--- config.mk ---
export PLATFORM = sky130hd
export DESIGN_NAME = gcd_operand_feeder
export DESIGN_NICKNAME = d
export VERILOG_FILES = /design/src/rtl/gcd_pkg.sv /design/src/rtl/gcd_pair_fifo.sv /design/src/rtl/gcd_operand_feeder.sv
export SDC_FILE = /design/constraint.sdc
export NUM_CORES = 1
export LEC_CHECK = 0
export CAP_MARGIN = 10
export CORE_UTILIZATION = 41
export CTS_BUF_LIST = sky130_fd_sc_hd__clkbuf_8
export DETAILED_ROUTE_END_ITERATION = 8
export PLACE_DENSITY_LB_ADDON = 0.08
export SLEW_MARGIN = 15
export SYNTH_ARGS = -nofsm -noshare
export SYNTH_HDL_FRONTEND = slang
export SYNTH_HIERARCHICAL = 1
export SYNTH_SLANG_ARGS = --single-unit
--- constraint.sdc ---
create_clock -name clk -period 2.2 [get_ports clk]
set_input_delay 0.22 -clock clk [delete_from_list [all_inputs] [get_ports clk]]
set_output_delay 0.22 -clock clk [all_outputs]
set_load 0.01 [all_outputs]
--- src/rtl/gcd_pkg.sv ---
// Shared types for the GCD front end: operand width, feeder FSM states and the operand pair record.
package gcd_pkg;

    localparam int GCD_W = 16;

    typedef enum logic [1:0] {
        IDLE  = 2'd0,
        ISSUE = 2'd1,
        WAIT  = 2'd2,
        DRAIN = 2'd3
    } feed_state_t;

    typedef struct packed {
        logic [GCD_W-1:0] a;
        logic [GCD_W-1:0] b;
    } gcd_pair_t;

endpackage

--- src/rtl/gcd_pair_fifo.sv ---
// Operand-pair FIFO: DEPTH entries of {a,b}, head read combinationally, occupancy counter.
module gcd_pair_fifo #(
    parameter int W     = 16,
    parameter int DEPTH = 4
) (
    input  logic                     clk,
    input  logic                     reset,
    input  logic                     push,
    input  logic                     pop,
    input  logic [2*W-1:0]           wr_data,
    output logic [2*W-1:0]           rd_data,
    output logic                     full,
    output logic                     empty,
    output logic [$clog2(DEPTH):0]   count
);

    localparam int AW = $clog2(DEPTH);

    logic [2*W-1:0] mem_r [DEPTH];
    logic [AW-1:0]  wr_ptr_r;
    logic [AW-1:0]  rd_ptr_r;
    logic [AW:0]    count_r;
    logic           push_s;
    logic           pop_s;

    assign full    = (count_r == (AW+1)'(DEPTH));
    assign empty   = (count_r == {(AW+1){1'b0}});
    assign push_s  = push && !full;
    assign pop_s   = pop && !empty;
    assign rd_data = mem_r[rd_ptr_r];
    assign count   = count_r;

    // Storage array; contents need no reset because pointers gate every read.
    always_ff @(posedge clk) begin
        if (push_s) begin
            mem_r[wr_ptr_r] <= wr_data;
        end
    end

    // Pointers wrap naturally since DEPTH is a power of two.
    always_ff @(posedge clk) begin
        if (reset) begin
            wr_ptr_r <= {AW{1'b0}};
            rd_ptr_r <= {AW{1'b0}};
            count_r  <= {(AW+1){1'b0}};
        end else begin
            if (push_s) begin
                wr_ptr_r <= wr_ptr_r + {{(AW-1){1'b0}}, 1'b1};
            end
            if (pop_s) begin
                rd_ptr_r <= rd_ptr_r + {{(AW-1){1'b0}}, 1'b1};
            end
            if (push_s && !pop_s) begin
                count_r <= count_r + {{AW{1'b0}}, 1'b1};
            end else if (pop_s && !push_s) begin
                count_r <= count_r - {{AW{1'b0}}, 1'b1};
            end
        end
    end

endmodule

--- src/rtl/gcd_operand_feeder.sv ---
// Buffers operand pairs and issues them to the GCD core one job at a time.
// Optional completed-job counter on issued_cnt when GCD_FEED_STATS_EN is defined.
module gcd_operand_feeder
    import gcd_pkg::*;
#(
    parameter int W     = GCD_W,
    parameter int DEPTH = 4
) (
    input  logic                     clk,
    input  logic                     reset,
    input  logic                     in_val,
    output logic                     in_rdy,
    input  logic [W-1:0]             in_a,
    input  logic [W-1:0]             in_b,
    output logic                     operands_val,
    output logic [W-1:0]             op_a,
    output logic [W-1:0]             op_b,
    input  logic                     core_ready,
    input  logic                     core_done,
    output logic [$clog2(DEPTH):0]   fifo_count
`ifdef GCD_FEED_STATS_EN
    ,
    output logic [15:0]              issued_cnt
`endif
);

    feed_state_t    state_r;
    feed_state_t    state_s;
    logic           pop_s;
    logic           push_s;
    logic           full_s;
    logic           empty_s;
    logic [2*W-1:0] head_s;
    logic [W-1:0]   op_a_r;
    logic [W-1:0]   op_b_r;

    assign in_rdy = !full_s;
    assign push_s = in_val && in_rdy;

    gcd_pair_fifo #(
        .W     (W),
        .DEPTH (DEPTH)
    ) u_fifo (
        .clk     (clk),
        .reset   (reset),
        .push    (push_s),
        .pop     (pop_s),
        .wr_data ({in_a, in_b}),
        .rd_data (head_s),
        .full    (full_s),
        .empty   (empty_s),
        .count   (fifo_count)
    );

    // Next-state and pop decode; a pop only happens from IDLE.
    always_comb begin
        state_s = state_r;
        pop_s   = 1'b0;
        case (state_r)
            IDLE: begin
                if (!empty_s && core_ready) begin
                    state_s = ISSUE;
                    pop_s   = 1'b1;
                end else begin
                    state_s = IDLE;
                end
            end
            ISSUE: begin
                state_s = WAIT;
            end
            WAIT: begin
                if (core_done) begin
                    state_s = DRAIN;
                end else begin
                    state_s = WAIT;
                end
            end
            DRAIN: begin
                if (!core_done) begin
                    state_s = IDLE;
                end else begin
                    state_s = DRAIN;
                end
            end
            default: begin
                state_s = IDLE;
            end
        endcase
    end

    // State register.
    always_ff @(posedge clk) begin
        if (reset) begin
            state_r <= IDLE;
        end else begin
            state_r <= state_s;
        end
    end

    // Operand registers load only on a pop and hold for the whole job.
    always_ff @(posedge clk) begin
        if (reset) begin
            op_a_r <= {W{1'b0}};
            op_b_r <= {W{1'b0}};
        end else if (pop_s) begin
            op_a_r <= head_s[2*W-1:W];
            op_b_r <= head_s[W-1:0];
        end
    end

    assign op_a         = op_a_r;
    assign op_b         = op_b_r;
    assign operands_val = (state_r == ISSUE);

`ifdef GCD_FEED_STATS_EN
    logic [15:0] issued_cnt_r;

    // Counts WAIT->DRAIN transitions, wrapping at 16 bits.
    always_ff @(posedge clk) begin
        if (reset) begin
            issued_cnt_r <= 16'd0;
        end else if ((state_r == WAIT) && core_done) begin
            issued_cnt_r <= issued_cnt_r + 16'd1;
        end
    end

    assign issued_cnt = issued_cnt_r;
`endif

endmodule

# After elaboration in Yosys (flattened, before gate mapping)

Memories as Yosys holds them, arrays and structs flattened. A register that Yosys moved wholly into a read port is not among the register bits.
Cells that the tools add are included.

Output and inout bits: 37
Register bits after elaboration: 9
Bits of input ports: 37
Bits in writable memories: 128
Logic and storage cells: 36
Memories kept: 1

Memories:

| memory       | depth | bits a word | read ports | clocked after memory_dff | wr ports | RTL line            | text |
|---|---|---|---|---|---|---|---|
| u_fifo.mem_r | 4     | 32          | 1          | 1                        | 1        | gcd_pair_fifo.sv:19 | `logic [2*W-1:0] mem_r [DEPTH];` |

Reductions and logical operators: 13
Eq/ne operators: 4
Mux-type cells: 10
Add/sub/neg operators: 4

Operators by type and width:

| cell                                                | number |
|---|---|
| one-hot mux 2 bit (4 select lines)                  | 1 |
| logical AND 1 bit                                   | 6 |
| 2-to-1 mux 1 bit                                    | 6 |
| 2-to-1 mux 3 bit                                    | 2 |
| adder 2 x 1 -> 2 bit, second input constant         | 2 |
| equality test 2 bit, second input constant          | 2 |
| logical NOT 1 bit                                   | 4 |
| adder 3 x 1 -> 3 bit, second input constant         | 1 |
| equality test 3 bit, second input constant          | 1 |
| logical NOT 3 bit                                   | 1 |
| subtractor 3 x 1 -> 3 bit, second input constant    | 1 |
| equality test 2 x 1 -> 1 bit, second input constant | 1 |
| logical NOT 2 bit                                   | 1 |
| 2-to-1 mux 2 bit                                    | 1 |
| nonzero test 2 bit                                  | 1 |

# Logic depth before layout (Yosys ltp)

Word-level depth: 9
Mapped depth: 11
Gate-level depth less buffers: 10

# Cells and area by module

Netlist, hierarchy kept.

By module, submodules not included:

| module             | sequential area each (um^2) | cells an instance | instances | area each (um^2) |
|---|---|---|---|---|
| gcd_pair_fifo      | 4023.9                      | 215               | 1         | 5132.4 |
| gcd_operand_feeder | 680.7                       | 150               | 1         | 1569.0 |

# Worst setup path after synthesis

No wires, ideal clock.

Kind: reg-to-reg
Start point: register u_fifo.count_r[1] (netlist: u_fifo/count[1])
End point: register u_fifo.count_r[2] (netlist: u_fifo/count[2])
Clock period less this slack: 2.363 ns
Setup time: 0.070 ns
Data arrival time: 2.293 ns
Path buffers: 2
Cell stages (with the launch flop): 12
Setup slack: -0.163 ns
Cell sequence: dfxtp_1 -> nor3_1 -> nor4b_2 -> buf_6 -> buf_12 -> o31ai_2 -> ha_1 -> inv_1 -> fa_1 -> xor2_1 -> or3_1 -> a21oi_1

Cells in the longest elaborated chain, start to end: 9
Elaborated cells on any way between the ends: 19

RTL lines:

| item                                                   | RTL line                 | text |
|---|---|---|
| start: declaration                                     | gcd_pair_fifo.sv:22      | `logic [AW:0] count_r;` |
| start signal: assignment                               | gcd_pair_fifo.sv:45      | `count_r <= {(AW+1){1'b0}};` |
| start signal: assignment                               | gcd_pair_fifo.sv:54      | `count_r <= count_r + {{AW{1'b0}}, 1'b1};` |
| start signal: assignment                               | gcd_pair_fifo.sv:56      | `count_r <= count_r - {{AW{1'b0}}, 1'b1};` |
| logical NOT 3 bit (*)                                  | gcd_pair_fifo.sv:27      | `assign empty = (count_r == {(AW+1){1'b0}});` |
| named net empty_s                                      | gcd_operand_feeder.sv:32 | `logic empty_s;` |
| logical NOT 1 bit (*)                                  | gcd_operand_feeder.sv:61 | `if (!empty_s && core_ready) begin` |
| logical AND 1 bit (*)                                  | gcd_operand_feeder.sv:61 |  |
| 2-to-1 mux 1 bit (*)                                   | gcd_operand_feeder.sv:61 |  |
| 2-to-1 mux 1 bit (*)                                   | gcd_operand_feeder.sv:59 | `case (state_r)` |
| named net pop_s                                        | gcd_operand_feeder.sv:29 | `logic pop_s;` |
| logical AND 1 bit (*)                                  | gcd_pair_fifo.sv:29      | `assign pop_s = pop && !empty;` |
| logical NOT 1 bit                                      | gcd_pair_fifo.sv:53      | `if (push_s && !pop_s) begin` |
| logical AND 1 bit                                      | gcd_pair_fifo.sv:53      |  |
| 2-to-1 mux 3 bit or nonzero test 2 bit (tied branches) | -                        |  |

The timed path passes the listed nets; every way through them passes the cells marked *. The select of a mux whose other input is x is not followed.
A chain may end at the register's enable or synchronous reset.

# Worst setup path in the final report

Start point: register u_fifo.count_r[2] (netlist: u_fifo/count[2])
End point: register u_fifo.count_r[2] (netlist: u_fifo/count[2])

Elaborated cells on any way between the ends: 19

RTL lines:

| item                                | RTL line                 | text |
|---|---|---|
| equality test 3 bit (*)             | gcd_pair_fifo.sv:26      | `assign full = (count_r == (AW+1)'(DEPTH));` |
| named net full_s                    | gcd_operand_feeder.sv:31 | `logic full_s;` |
| logical NOT 1 bit (*)               | gcd_operand_feeder.sv:37 | `assign in_rdy = !full_s;` |
| logical AND 1 bit (*)               | gcd_operand_feeder.sv:38 | `assign push_s = in_val && in_rdy;` |
| named net push_s                    | gcd_operand_feeder.sv:30 | `logic push_s;` |
| logical AND 1 bit (*)               | gcd_pair_fifo.sv:28      | `assign push_s = push && !full;` |
| named net u_fifo.push_s             | gcd_pair_fifo.sv:23      | `logic push_s;` |
| logical NOT 1 bit                   | gcd_pair_fifo.sv:55      | `end else if (pop_s && !push_s) begin` |
| logical AND 1 bit                   | gcd_pair_fifo.sv:55      |  |
| nonzero test 2 bit (no source line) | -                        |  |

Marked as above.

==> summary.md <==
| Metric | Value |
|---|---|
| Htree depth | 4 |
| DRC errors left | 0 |
| Startpoint Class | flip-flop |
| Commonest non-fill, non-tap cell in the layout | edfxtp_1 |
| Yosys cell types | 29 |
| Layout filler cell count | between 1000 and 1500 |
| Chip Height | between 100 and 150 µm |
| Register Area | 0.00472 mm² |
| Core Box Area | 0.0159 mm² |
| Clk sinks | 171 |
| Effective utilization at floorplan | 42.0% |
| Sequential share of the synthesized area | about 70% |
| CP Class | reg2reg |
| Unrepaired setup endpoints after global routing | true |
| Power per cell area | approximately 1100 mW/mm² |
| Worst-margin pin slew | 0.455 ns |
| Max-slew violations | 0 |
| Clock transition at path regs | 0.08 ns |
| Total CTS buffers | 17 |
| Via count | 3302 |
| Largest net degree at the start of global routing | 31 |
| Antenna violations before repair | 0 |
| TritonCTS clock tree | done |
| Final Setup Violations | 0 |
| Worst EP arrival | ~2.4 ns |
| Clk Latency, worst-skew pair | 0.44 ns |
| Initial DRT Pass Iterations | 4 |
| Detailed-route wire length per cell | 17.0 µm |
| Worst path cell trace | nor3b_4 > nor2b_1 > inv_1 > nor2_2 > ha_2 > inv_1 > fa_2 > xor2_1 > or3_1 > a21oi_2 |
| ANT nets after route | 0 |
| Max Clock Freq | just under 0.5 GHz |
| Max incr delay on CP | 0.34 ns |
| Area grow syn2layout | 22.9% |
| Overall Global Routing Usage | 15.1% |
| Area occupied by multi-input gates | 0.00183 mm² |
| Clk buf depth | 2 |
| Setup Skew | 0.00868 ns |
| Asr flop ratio synth | 0% |
| Most frequent cells in the layout | edfxtp_1 (128), clkdlybuf4s50_1 (72), nand2b_1 (66), dfxtp_1 (38), mux2i_1 (34) |
| Tcrit/Tclk final | 93.3% |
| First-pass GRT wire length | 18100 µm |
| Max_cap viols | 0 |
| Req. time, crit path | 2.58 ns |
| Die width | between 100 and 150 µm |
| Final net count | ~500 |
| Slowest-stage cell, CP | dfxtp_2 |
| Post-synth EDFFs | 128 |
| Status | finished, final reports clean |
| Syn_area_per_cell | 18.4 µm² |
| Share of layout cells above drive strength 1 | 21.7% |
| Vias per cell | about 4.8 |
| IO buf count | between 70 and 80 |
| Total grt overflow | 0 |
| Yosys warnings | 6 |
| Most common cell on crit path | inv_1 |
| Syn Std Cell Area | 0.00670 mm² |
| Tot Pwr | 8.91 mW |
| # hold bufs at CTS | 0 |
| Hold Fails Final Rpt | 0 |
| Initial DRC Count | between 150 and 200 |
| Antenna diode count | 0 |
| CP endpoint kind | flip-flop |
| Worst-path fanout max | 5 |
| Die Outline Area | 0.0169 mm² |
| Synth Net Count | 408 |
| Post-Syn Instances | 365 |
| Pleak | 2.71 nW |
| Final WL | 11700 µm |
| Min Tclk post-route | 2.05 ns |
| Design Area, Final | 0.00824 mm² |
| Headroom to the max-slew limit | 69.7% |
| FP Rows | 46 |
| Placed instance area | 0.00780 mm² |
| Ports | 74 |
| Worst VDD drop | 444 µV |
| Vias in the first global route | 3324 |
| Seq cells post-synth | around 170 |
| Hold crit path type | in2reg |
| Dominant synthesized flop cell | edfxtp_1 |
| GP Congestion | 0.693 |
| CTS root buffer | clkbuf_8 |
| DP Wirelength | 7450 µm |
| Setup TNS | 0 ns |
## through the flow
step / util (%) / setup slack [ns] / cells / hold WS [ns]
5_1_grt: 51.7 / -0.0128 / 690 / 0.199
6_report: 51.7 / 0.148 / 690 / 0.204
3_3_place_gp: 48.9 / -0.0238 / 656 / 0.457
3_5_place_dp: 48.9 / -0.0627 / 656 / 0.463
2_1_floorplan: - / 0.0196 / 365 / 0.319
4_1_cts: 51.5 / 0.0508 / 688 / 0.181
## sequential cells by signal, indices dropped and copies added (netlist names), named ones only
| name | flops |
|---|---|
| op_a | 16 |
| op_b | 16 |
| state_r | 2 |
| u_fifo/count | 3 |
| u_fifo/mem_r | 128 |
| u_fifo/rd_ptr_r | 2 |
| u_fifo/wr_ptr_r | 2 |
## cell usage after synthesis (4+ instances only)
cell / count / area [µm²]
mux2i_1: 34 / 340
nand2b_1: 66 / 413
edfxtp_1: 128 / 3840
ha_1: 5 / 62.6
nor2_1: 7 / 26.3
xor2_1: 4 / 35.0
mux4_2: 30 / 676
dfxtp_1: 43 / 861
and2_1: 4 / 25.0
clkbuf_1: 8 / 30.0
buf_12: 6 / 120
inv_1: 5 / 18.8
## worst paths after layout
| kind | start | end | slack (ns) | cells after the start |
|---|---|---|---|---|
| setup / recovery | u_fifo/count[2]$_SDFFE_PP0P_ | u_fifo/count[2]$_SDFFE_PP0P_ | 0.15 | 10 |
| hold / removal | reset | u_fifo/rd_ptr_r[0]$_SDFFE_PP0P_ | 0.20 | 2 |
| setup reg to reg | u_fifo/count[2]$_SDFFE_PP0P_ | u_fifo/count[2]$_SDFFE_PP0P_ | 0.15 | 10 |
| hold reg to reg | op_b[0]$_SDFFE_PP0P_ | op_b[0]$_SDFFE_PP0P_ | 0.48 | 2 |
## worst max-delay path, delay by kind of cell (launching register included)
family,cells,cell delay (ns)
AND/OR/NAND/NOR,4,0.72
adder cells (fa/ha/maj),2,0.52
flip-flops,1,0.34
XOR/XNOR,1,0.15
AO/OA/AOI/OAI,1,0.13
buffers and inverters,2,0.12
## per-layer routing
| layer | share of wire (%) | GRT usage [%] | wire, µm |
|---|---|---|---|
| met2 | 51 | 25.0 | 5940 |
| met5 | 0 | 0 | 0 |
| met3 | 3.6 | 4.10 | 420 |
| met4 | 1.5 | 6.16 | 174 |
| met1 | 44 | 18.9 | 5170 |
## where the power goes
group,switching (mW),total [mW],internal [mW]
Combinational,1.03,2.35,1.31
Clock,1.07,2.29,1.22
Sequential,0.269,4.28,4.01
Total,2.37,8.91,6.54
## logic make-up (layout without fill, tap and decap cells)
| family | count (synthesis) | count (layout) | synth area share [%] |
|---|---|---|---|
| buf+inv | 24 | 133 | 3.08 |
| mux | 66 | 66 | 15.9 |
| compound gates | 7 | 7 | 0.766 |
| fa+ha+maj | 6 | 6 | 1.23 |
| xor+xnor | 4 | 4 | 0.523 |
| flops | 171 | 171 | 70.2 |
| simple gates | 87 | 87 | 8.25 |
## layout make-up
class / count / area share, %
repair buffers: 96 / 12.0
clock buffers: 17 / 2.84
inverters: 5 / 0.228
multi-input cells: 170 / 22.2
clock inverters: 15 / 2.22
well taps: 216 / 3.28
flip-flops and latches: 171 / 57.3
## repair_timing
action	CTS	global route
setup buffers	0	2
setup endpoints to repair	0	1
resized for setup	0	3
Note: power is estimated with default switching activity, not from simulation.
